### src/rtl/core_alu_exec.sv
// Execute-stage ALU with valid/ready handshake; shifts run bit-serially.
// Optional macro ALU_FAST_SHIFT_EN selects a single-cycle barrel shifter instead.
module core_alu_exec #(
  parameter int unsigned XLEN    = 32,
  parameter int unsigned SHAMT_W = 5
) (
  input  logic               CLK,
  input  logic               RST,
  input  logic               IN_VALID,
  output logic               IN_READY,
  input  logic [3:0]         OPCODE_ALU,
  input  logic [XLEN-1:0]    SRC1,
  input  logic [XLEN-1:0]    SRC2,
  input  logic [4:0]         RD_IN,
  output logic               OUT_VALID,
  input  logic               OUT_READY,
  output logic [XLEN-1:0]    ALU_RESULT,
  output logic [4:0]         RD_OUT,
  output logic               ALU_ILLEGAL
);

  localparam logic [3:0] ALU_CODE_ADD     = 4'h0;
  localparam logic [3:0] ALU_CODE_SUB     = 4'h1;
  localparam logic [3:0] ALU_CODE_SLL     = 4'h2;
  localparam logic [3:0] ALU_CODE_SLT     = 4'h3;
  localparam logic [3:0] ALU_CODE_SLTU    = 4'h4;
  localparam logic [3:0] ALU_CODE_XOR     = 4'h5;
  localparam logic [3:0] ALU_CODE_SRL     = 4'h6;
  localparam logic [3:0] ALU_CODE_SRA     = 4'h7;
  localparam logic [3:0] ALU_CODE_OR      = 4'h8;
  localparam logic [3:0] ALU_CODE_AND     = 4'h9;
  localparam logic [3:0] ALU_CODE_INVALID = 4'hF;

  typedef enum logic [1:0] {
    SK_SLL = 2'd0,
    SK_SRL = 2'd1,
    SK_SRA = 2'd2
  } shkind_e;

  typedef enum logic [1:0] {
    IDLE  = 2'd0,
    SHIFT = 2'd1,
    HOLD  = 2'd2
  } state_e;

  state_e            state_q;
  logic              valid_q;
  logic [XLEN-1:0]   result_q;
  logic [4:0]        rd_q;
  logic              illegal_q;

  logic [XLEN-1:0]   alu_res;
  logic              alu_ill;
  logic              is_shift;
  shkind_e           kind;
  logic [SHAMT_W-1:0] shamt;
  logic              accept;

  function automatic logic [XLEN-1:0] shift1(input logic [XLEN-1:0] v, input shkind_e k);
    case (k)
      SK_SLL:  shift1 = {v[XLEN-2:0], 1'b0};
      SK_SRL:  shift1 = {1'b0, v[XLEN-1:1]};
      default: shift1 = {v[XLEN-1], v[XLEN-1:1]};
    endcase
  endfunction

  assign shamt    = SRC2[SHAMT_W-1:0];
  assign IN_READY = (state_q == IDLE) && (!valid_q || OUT_READY);
  assign accept   = IN_VALID && IN_READY;

  assign OUT_VALID   = valid_q;
  assign ALU_RESULT  = result_q;
  assign RD_OUT      = rd_q;
  assign ALU_ILLEGAL = illegal_q;

  always_comb begin
    alu_res  = '0;
    alu_ill  = 1'b0;
    is_shift = 1'b0;
    kind     = SK_SLL;
    case (OPCODE_ALU)
      ALU_CODE_ADD:  alu_res = SRC1 + SRC2;
      ALU_CODE_SUB:  alu_res = SRC1 - SRC2;
      ALU_CODE_SLT:  alu_res = {{(XLEN-1){1'b0}}, ($signed(SRC1) < $signed(SRC2))};
      ALU_CODE_SLTU: alu_res = {{(XLEN-1){1'b0}}, (SRC1 < SRC2)};
      ALU_CODE_XOR:  alu_res = SRC1 ^ SRC2;
      ALU_CODE_OR:   alu_res = SRC1 | SRC2;
      ALU_CODE_AND:  alu_res = SRC1 & SRC2;
      ALU_CODE_SLL, ALU_CODE_SRL, ALU_CODE_SRA: begin
        is_shift = 1'b1;
        if (OPCODE_ALU == ALU_CODE_SRL)      kind = SK_SRL;
        else if (OPCODE_ALU == ALU_CODE_SRA) kind = SK_SRA;
`ifdef ALU_FAST_SHIFT_EN
        case (kind)
          SK_SLL:  alu_res = SRC1 << shamt;
          SK_SRL:  alu_res = SRC1 >> shamt;
          default: alu_res = $unsigned($signed(SRC1) >>> shamt);
        endcase
`else
        // Only shamt 0 and 1 resolve here; longer shifts go through SHIFT.
        alu_res = (shamt == '0) ? SRC1 : shift1(SRC1, kind);
`endif
      end
      ALU_CODE_INVALID: alu_ill = 1'b1;
      default:          alu_ill = 1'b1;
    endcase
  end

`ifndef ALU_FAST_SHIFT_EN
  logic [XLEN-1:0]    work_q;
  logic [SHAMT_W-1:0] cnt_q;
  shkind_e            shk_q;
`endif

  always_ff @(posedge CLK) begin
    if (RST) begin
      state_q   <= IDLE;
      valid_q   <= 1'b0;
      result_q  <= '0;
      rd_q      <= '0;
      illegal_q <= 1'b0;
`ifndef ALU_FAST_SHIFT_EN
      work_q    <= '0;
      cnt_q     <= '0;
      shk_q     <= SK_SLL;
`endif
    end else begin
      if (valid_q && OUT_READY) valid_q <= 1'b0;
      case (state_q)
        IDLE: begin
          if (accept) begin
            rd_q <= RD_IN;
`ifndef ALU_FAST_SHIFT_EN
            // First shift happens at acceptance so a shift by n is valid n cycles later.
            if (is_shift && (shamt > SHAMT_W'(1))) begin
              work_q    <= shift1(SRC1, kind);
              cnt_q     <= shamt - SHAMT_W'(1);
              shk_q     <= kind;
              illegal_q <= 1'b0;
              state_q   <= SHIFT;
            end else
`endif
            begin
              result_q  <= alu_res;
              illegal_q <= alu_ill;
              valid_q   <= 1'b1;
            end
          end
        end
`ifndef ALU_FAST_SHIFT_EN
        SHIFT: begin
          work_q <= shift1(work_q, shk_q);
          cnt_q  <= cnt_q - SHAMT_W'(1);
          if (cnt_q == SHAMT_W'(1)) begin
            result_q <= shift1(work_q, shk_q);
            valid_q  <= 1'b1;
            state_q  <= HOLD;
          end
        end
`endif
        HOLD: begin
          if (valid_q && OUT_READY) state_q <= IDLE;
        end
        default: state_q <= IDLE;
      endcase
    end
  end

endmodule
### config.mk
export PLATFORM = sky130hd
export DESIGN_NAME = core_alu_exec
export DESIGN_NICKNAME = d
export VERILOG_FILES = /design/src/rtl/core_alu_exec.sv
export SDC_FILE = /design/constraint.sdc
export NUM_CORES = 1
export LEC_CHECK = 0
export ABC_AREA = 1
export BUFFER_PORTS_ARGS = -buffer_cell sky130_fd_sc_hd__buf_2
export CAP_MARGIN = 20
export CELL_PAD_IN_SITES_DETAIL_PLACEMENT = 1
export CELL_PAD_IN_SITES_GLOBAL_PLACEMENT = 2
export CORE_UTILIZATION = 34
export CTS_BUF_LIST = sky130_fd_sc_hd__clkbuf_2 sky130_fd_sc_hd__clkbuf_4 sky130_fd_sc_hd__clkbuf_8
export DETAILED_ROUTE_END_ITERATION = 10
export GPL_TIMING_DRIVEN = 0
export PLACE_DENSITY_LB_ADDON = 0.1
export SETUP_SLACK_MARGIN = 0.15
export SLEW_MARGIN = 25
export SYNTH_ARGS = -nofsm -noshare
export SYNTH_HDL_FRONTEND = slang
export SYNTH_SLANG_ARGS = --single-unit
### constraint.sdc
create_clock -name CLK -period 4.1 [get_ports CLK]
set_input_delay 0.41 -clock CLK [delete_from_list [all_inputs] [get_ports CLK]]
set_output_delay 0.41 -clock CLK [all_outputs]
set_load 0.01 [all_outputs]
======== Word level (Yosys, flattened, before mapping) ========
Cells that the tools add are included.
word-level totals
  register bits ........................... 80
  input bits .............................. 77
  output and inout bits ................... 40
  word-level logic and storage cells ...... 90
operators by class
  $add $sub $neg .......................... 4
  order comparisons ....................... 3
  equality and inequality tests ........... 20
  mux-type cells .......................... 32
  bitwise gates (word level) .............. 3
  reductions and logical operators ........ 20
operators with widths
  operator                                                            number
  32-bit one-hot mux with 2 select lines                              5
  32-bit one-hot mux with 8 select lines                              1
  32-bit 2-to-1 mux                                                   6
  32-bit < comparator                                                 2
  32-bit adder                                                        1
  32-bit AND                                                          1
  32-bit OR                                                           1
  32-bit subtractor                                                   1
  32-bit bitwise XOR                                                  1
  4-bit by 3-bit == test with 1-bit output, second input constant     4
  2-bit 2-to-1 mux                                                    8
  5-bit 2-to-1 mux                                                    2
  5-bit one-hot mux with 2 select lines                               1
  10-bit OR reduction                                                 1
  5-bit by 1-bit subtractor with 5-bit output, second input constant  2
  2-bit by 1-bit == test with 1-bit output, second input constant     4
  4-bit by 2-bit == test with 1-bit output, second input constant     2
  4-bit == test, second input constant                                2
  2-bit logical NOT                                                   4
  2-bit inequality test, second input constant                        4
  4-bit AND reduction                                                 2
  1-bit 2-to-1 mux                                                    7
  2-bit one-hot mux with 3 select lines                               1
  3-bit AND reduction                                                 2
  other kinds (14)                                                    17

======== Depth between registers and ports, before layout ========
  depth after elaboration ................. 11
  depth in mapped cells ................... 19
  mapped depth without buffers ............ 18

======== Worst setup path before layout ========
OpenSTA, ideal clock, no wires.
  path kind ............................... input to register
  start point ............................. in SRC1[0]
  end point ............................... reg result_q[0] (netlist: ALU_RESULT[0])
  setup time .............................. 0.070 ns
  data arrival time ....................... 1.988 ns
  data required time ...................... 4.030 ns
  path slack .............................. 2.042 ns
  stages on the path ...................... 17
  buffers on the path ..................... 0
  cells stage by stage .................... inv_1 > ha_1 > inv_1 > fa_1 > nand2_1 > nand3_1 > nand2_1 > nand2_1 > nand2_1 > nand2_1 > nand2_1 > nand2_1 > nand2_1 > nand3_1 > nand2_1 > nand2_1 > a21oi_1
between the ends
  cells in the longest elaborated chain, start to end .. 5
  elaborated cells between the ends (all ways) .. 12
  those cells by class .................... 2 x add/sub; 2 x order compare; 5 x mux; 3 x bitwise
RTL lines
  element                                          line  source
  start: declaration                               12    input logic [XLEN-1:0] SRC1,
  32-bit subtractor, or another cell as far along  83    ALU_CODE_SUB: alu_res = SRC1 - SRC2;
  32-bit one-hot mux with 8 select lines *         81    case (OPCODE_ALU)
  32-bit 2-to-1 mux *                              135   if (is_shift && (shamt > SHAMT_W'(1))) begin
  32-bit 2-to-1 mux *                              131   if (accept) begin
  32-bit one-hot mux with 2 select lines *         129   case (state_q)
  end signal: assignment                           144   result_q <= alu_res;
  end signal: assignment                           155   result_q <= shift1(work_q, shk_q);
  end: declaration                                 48    logic [XLEN-1:0] result_q;
Mark *: on every way between the ends. The rest lies on a longest branch, timed or not. The select of a mux whose other input is x is not followed.
A chain may end at the register's enable or synchronous reset.

======== Worst setup path after layout ========
  start point ............................. in SRC1[12]
  end point ............................... reg result_q[31] (netlist: ALU_RESULT[31])
between the ends
  cells in the longest elaborated chain, start to end .. 5
  elaborated cells between the ends (all ways) .. 6
  those cells by class .................... 2 x add/sub; 4 x mux
RTL lines
  element                                                   line
  32-bit subtractor / 32-bit adder (equally long branches)  83, 82
  32-bit one-hot mux with 8 select lines *                  81
  32-bit 2-to-1 mux *                                       135
  32-bit 2-to-1 mux *                                       131
  32-bit one-hot mux with 2 select lines *                  129
Marked as above.

==> metrics.txt <==
status finished, final reports clean; kind of end point of the critical path flip-flop; antenna violations before repair 0; Main synth FF type sky130_fd_sc_hd__dfxtp_1; clock tree from TritonCTS built; total of max-cap violations 0; biggest area contributors in the synthesized netlist sky130_fd_sc_hd__nand2_1 19%, sky130_fd_sc_hd__dfxtp_1 15%, sky130_fd_sc_hd__ha_1 12%; startpoint of the worst setup timing path SRC1[12]; top achievable clock speed 0.355 GHz; Psw 0.00142 W; largest fanout on the critical path 5; syn_nets 2184; diodes inserted 0; part of the power in registers a little under 30%; Max rail drop VDD around 180 uV; smallest setup slack after layout around 1300 ps; routed wire length per instance between 20 and 25 um; first-pass GRT wire length between 80000 and 90000 um; site row count between 60 and 70; Detailed Route WL approximately 56000 um; Tightest Hold Check Type input port to flip-flop; Clock Sink Count 80; power density of the placed cells around 250 mW/mm^2; Inserted Clock Buffers 9; Hold Violations, Final 0; Clk network pwr share roughly a quarter; total half-perimeter wirelength after legalization and detailed placement roughly 46000 um; pins over their slew limit 0; worst rel slew slack roughly 29%; final worst path period share 68.6%; deepest clock path buffer count 2; startpoint kind of the worst setup timing path input port; final RePlAce weighted congestion a little under 1; root cell of the clock tree sky130_fd_sc_hd__clkbuf_8; met2 Use GR between 50% and 60%; signed area change from the synthesized netlist to the final layout 12.1%; vias in the first global route ~14000; synthesized cell area around 0.011 sq mm; leading area contributor after synthesis sky130_fd_sc_hd__nand2_1; slew at the pin with the worst max-slew slack roughly 1100 ps; detailed-router iteration count before antenna repair 5; Hold Crit Endpoint cnt_q[1]$_SDFFE_PP0P_; cell-internal power about 0.0017 W; drc violations 0; count of buffers added by post-CTS timing repair for setup 0; Finish-stage setup viols 0; number of distinct library cells after synthesis 47; average size of a mapped cell approximately 5.5 sq um; post_cts resized 0; proportion of netlist area held by the largest area contributor a little under a fifth; category of the critical setup timing path input port to flip-flop; horizontal die dimension between 150 and 200 um; proportion of synthesized chip area in sequential cells 14.6%; combinational share of power between 40% and 50%; FFs w/ async S/R, synth 0%; share of cells above drive strength 1 9.86%; number of flops mapped to enable cells by yosys 0; htree depth 3; startpoint of the worst-slack reg-to-reg timing path state_q[0]$_SDFFE_PP0P_; core area between 0.03 and 0.04 sq mm; RSZ-0062 raised after global routing false; met1 usage in global routing about 43%; die footprint ~0.033 sq mm; time the final worst path needs with I/O delays and setup between 2000 and 3000 ps; clock-pin transition on the worst setup and hold timing paths 90 ps; total of flip-flops plus latches after synthesis 80; startpoint of the lowest-slack hold path RST; total vias in the final route approximately 14000; register-to-register path setup slack between 1500 and 2000 ps; cell depth of the worst min-delay path 2; quantity of hold-fixing buffers added after cts 0; pin count of the biggest net entering global routing 14; die height 182 um; met3 capacity usage during global routing about 3.2%; final total negative setup slack 0 ps; Initial Utilization between 30% and 40%; grt total ovfl 0; 1st-iter DRT viols about 950; GRT Total Usage 33.6%; worst reg-to-reg path cell count 8; latest clock arrival within the worst-skew pair ~380 ps; net count reported at finish between 2000 and 2500; Critical Path RT roughly 4400 ps; fill cell total of the finished layout between 4000 and 5000; worst-case clock skew around 15 ps; number of warnings reported in the yosys synthesis log 0; post-route antenna net violation count 0; critical path data arrival time 3120 ps; global routing's busiest layer met2; R2R Path End ALU_RESULT[2]$_SDFFE_PP0P_; leakage dissipation ~6.6 nW; Net Sw Frac a little under half; Vias per Instance around 5.4; number of instances in the synthesized netlist ~2000; number of port buffers roughly 120; top-level port count between 100 and 150; worst slack, placed roughly 1100 ps
## power groups by stage
| stage | clock, W | combinational [W] | sequential, W |
|---|---|---|---|
| after floorplan | 0 | 0.000859 | 0.000933 |
| after global placement | 0 | 0.00143 | 0.000918 |
| after detailed placement | 0 | 0.00145 | 0.000921 |
| after CTS | 0.000744 | 0.00146 | 0.000904 |
| after global routing | 0.000778 | 0.00162 | 0.000913 |
| final | 0.000736 | 0.00148 | 0.000904 |
## cell usage after synthesis (7+ instances only)
library cell,instances
sky130_fd_sc_hd__dfxtp_1,80
sky130_fd_sc_hd__o2111ai_1,7
sky130_fd_sc_hd__nor3_1,19
sky130_fd_sc_hd__inv_1,339
sky130_fd_sc_hd__clkbuf_1,42
sky130_fd_sc_hd__o211ai_1,7
sky130_fd_sc_hd__buf_2,37
sky130_fd_sc_hd__o21ai_1,42
sky130_fd_sc_hd__a211oi_2,9
sky130_fd_sc_hd__ha_1,107
sky130_fd_sc_hd__nor2_1,186
sky130_fd_sc_hd__a31oi_1,9
sky130_fd_sc_hd__a21oi_1,185
sky130_fd_sc_hd__nand3_1,127
sky130_fd_sc_hd__o21ai_0,135
sky130_fd_sc_hd__nand2_1,547
sky130_fd_sc_hd__o22ai_1,41
sky130_fd_sc_hd__nor3_2,7
## worst max-delay path by stage
stage | cells after the start | to
finish | 14 | ALU_RESULT[31]$_SDFFE_PP0P_
global route | 14 | ALU_RESULT[31]$_SDFFE_PP0P_
CTS | 14 | ALU_RESULT[31]$_SDFFE_PP0P_
detailed placement | 15 | ALU_RESULT[31]$_SDFFE_PP0P_
global placement | 15 | ALU_RESULT[31]$_SDFFE_PP0P_
floorplan | 17 | ALU_RESULT[0]$_SDFFE_PP0P_
## layout by cell type, fill, tap and decap left out, drive strengths merged, types with 13 or more instances in the layout
cell type and n:
dfxtp 80, nand3 127, o22ai 41, nor3 26, clkbuf 56, a211oi 13, inv 344, nor2 191
ha 107, nand2 548, buf 162, a21oi 186, o21ai 177
## worst max-delay path: stages
cell and delay (ps):
sky130_fd_sc_hd__buf_2 230, sky130_fd_sc_hd__inv_1 130, sky130_fd_sc_hd__ha_1 390, sky130_fd_sc_hd__nand2_1 130, sky130_fd_sc_hd__nor2_1 440, sky130_fd_sc_hd__and3_1 240, sky130_fd_sc_hd__nand2_1 50, sky130_fd_sc_hd__nand2_1 290
sky130_fd_sc_hd__nand2_1 260, sky130_fd_sc_hd__nand3_1 120, sky130_fd_sc_hd__nand3_1 70, sky130_fd_sc_hd__nand3_1 110, sky130_fd_sc_hd__nand2_1 80, sky130_fd_sc_hd__a21oi_1 150
## cell families (layout without fill, tap and decap cells)
family | count (synthesis) | after routing | synth area share (%)
flip-flops | 80 | 80 | 14.6
AO/OA/AOI/OAI | 455 | 455 | 22.8
AND/OR/NAND/NOR | 910 | 910 | 33.8
buffers and inverters | 437 | 569 | 15.8
adder cells (fa/ha/maj) | 109 | 109 | 12.5
XOR/XNOR | 7 | 7 | 0.558
## flip-flops by register name (all words and copies together) (netlist names)
register and count:
shk_q 2, ALU_RESULT 32, OUT_VALID 1, work_q 32, RD_OUT 5, cnt_q 5, ALU_ILLEGAL 1, state_q 2
## per-stage QoR
step,hold slack (ps),utilization [%],std cells,cell area (sq um),power (W)
2_1_floorplan,436,-,1998,11000,0.00179
3_3_place_gp,447,38.1,2516,12100,0.00234
3_5_place_dp,458,38.1,2516,12100,0.00237
4_1_cts,214,38.8,2532,12300,0.00311
5_1_grt,220,38.8,2532,12300,0.00331
6_report,226,38.8,2532,12300,0.00312
## layer usage
layer / part of all wire [%] / up-vias / routed length, um
met2: 46 / 392 / 25500
li1: - / 6615 / -
met4: 4.6 / 0 / 2560
met5: 0 / - / 0
met1: 46 / 6574 / 25500
met3: 3.9 / 103 / 2180
## cell type report
class	instances	area, sq um	area share [%]
plain buffers	91	433	3.51
clock buffers	11	139	1.13
clock inverters	5	105	0.853
inverters	346	1300	10.5
multi-input cells	1481	7660	62.2
flip-flops and latches	80	1600	13.0
well taps	402	503	4.08
repair buffers	116	581	4.71
Note: power is estimated with default switching activity, not from simulation.
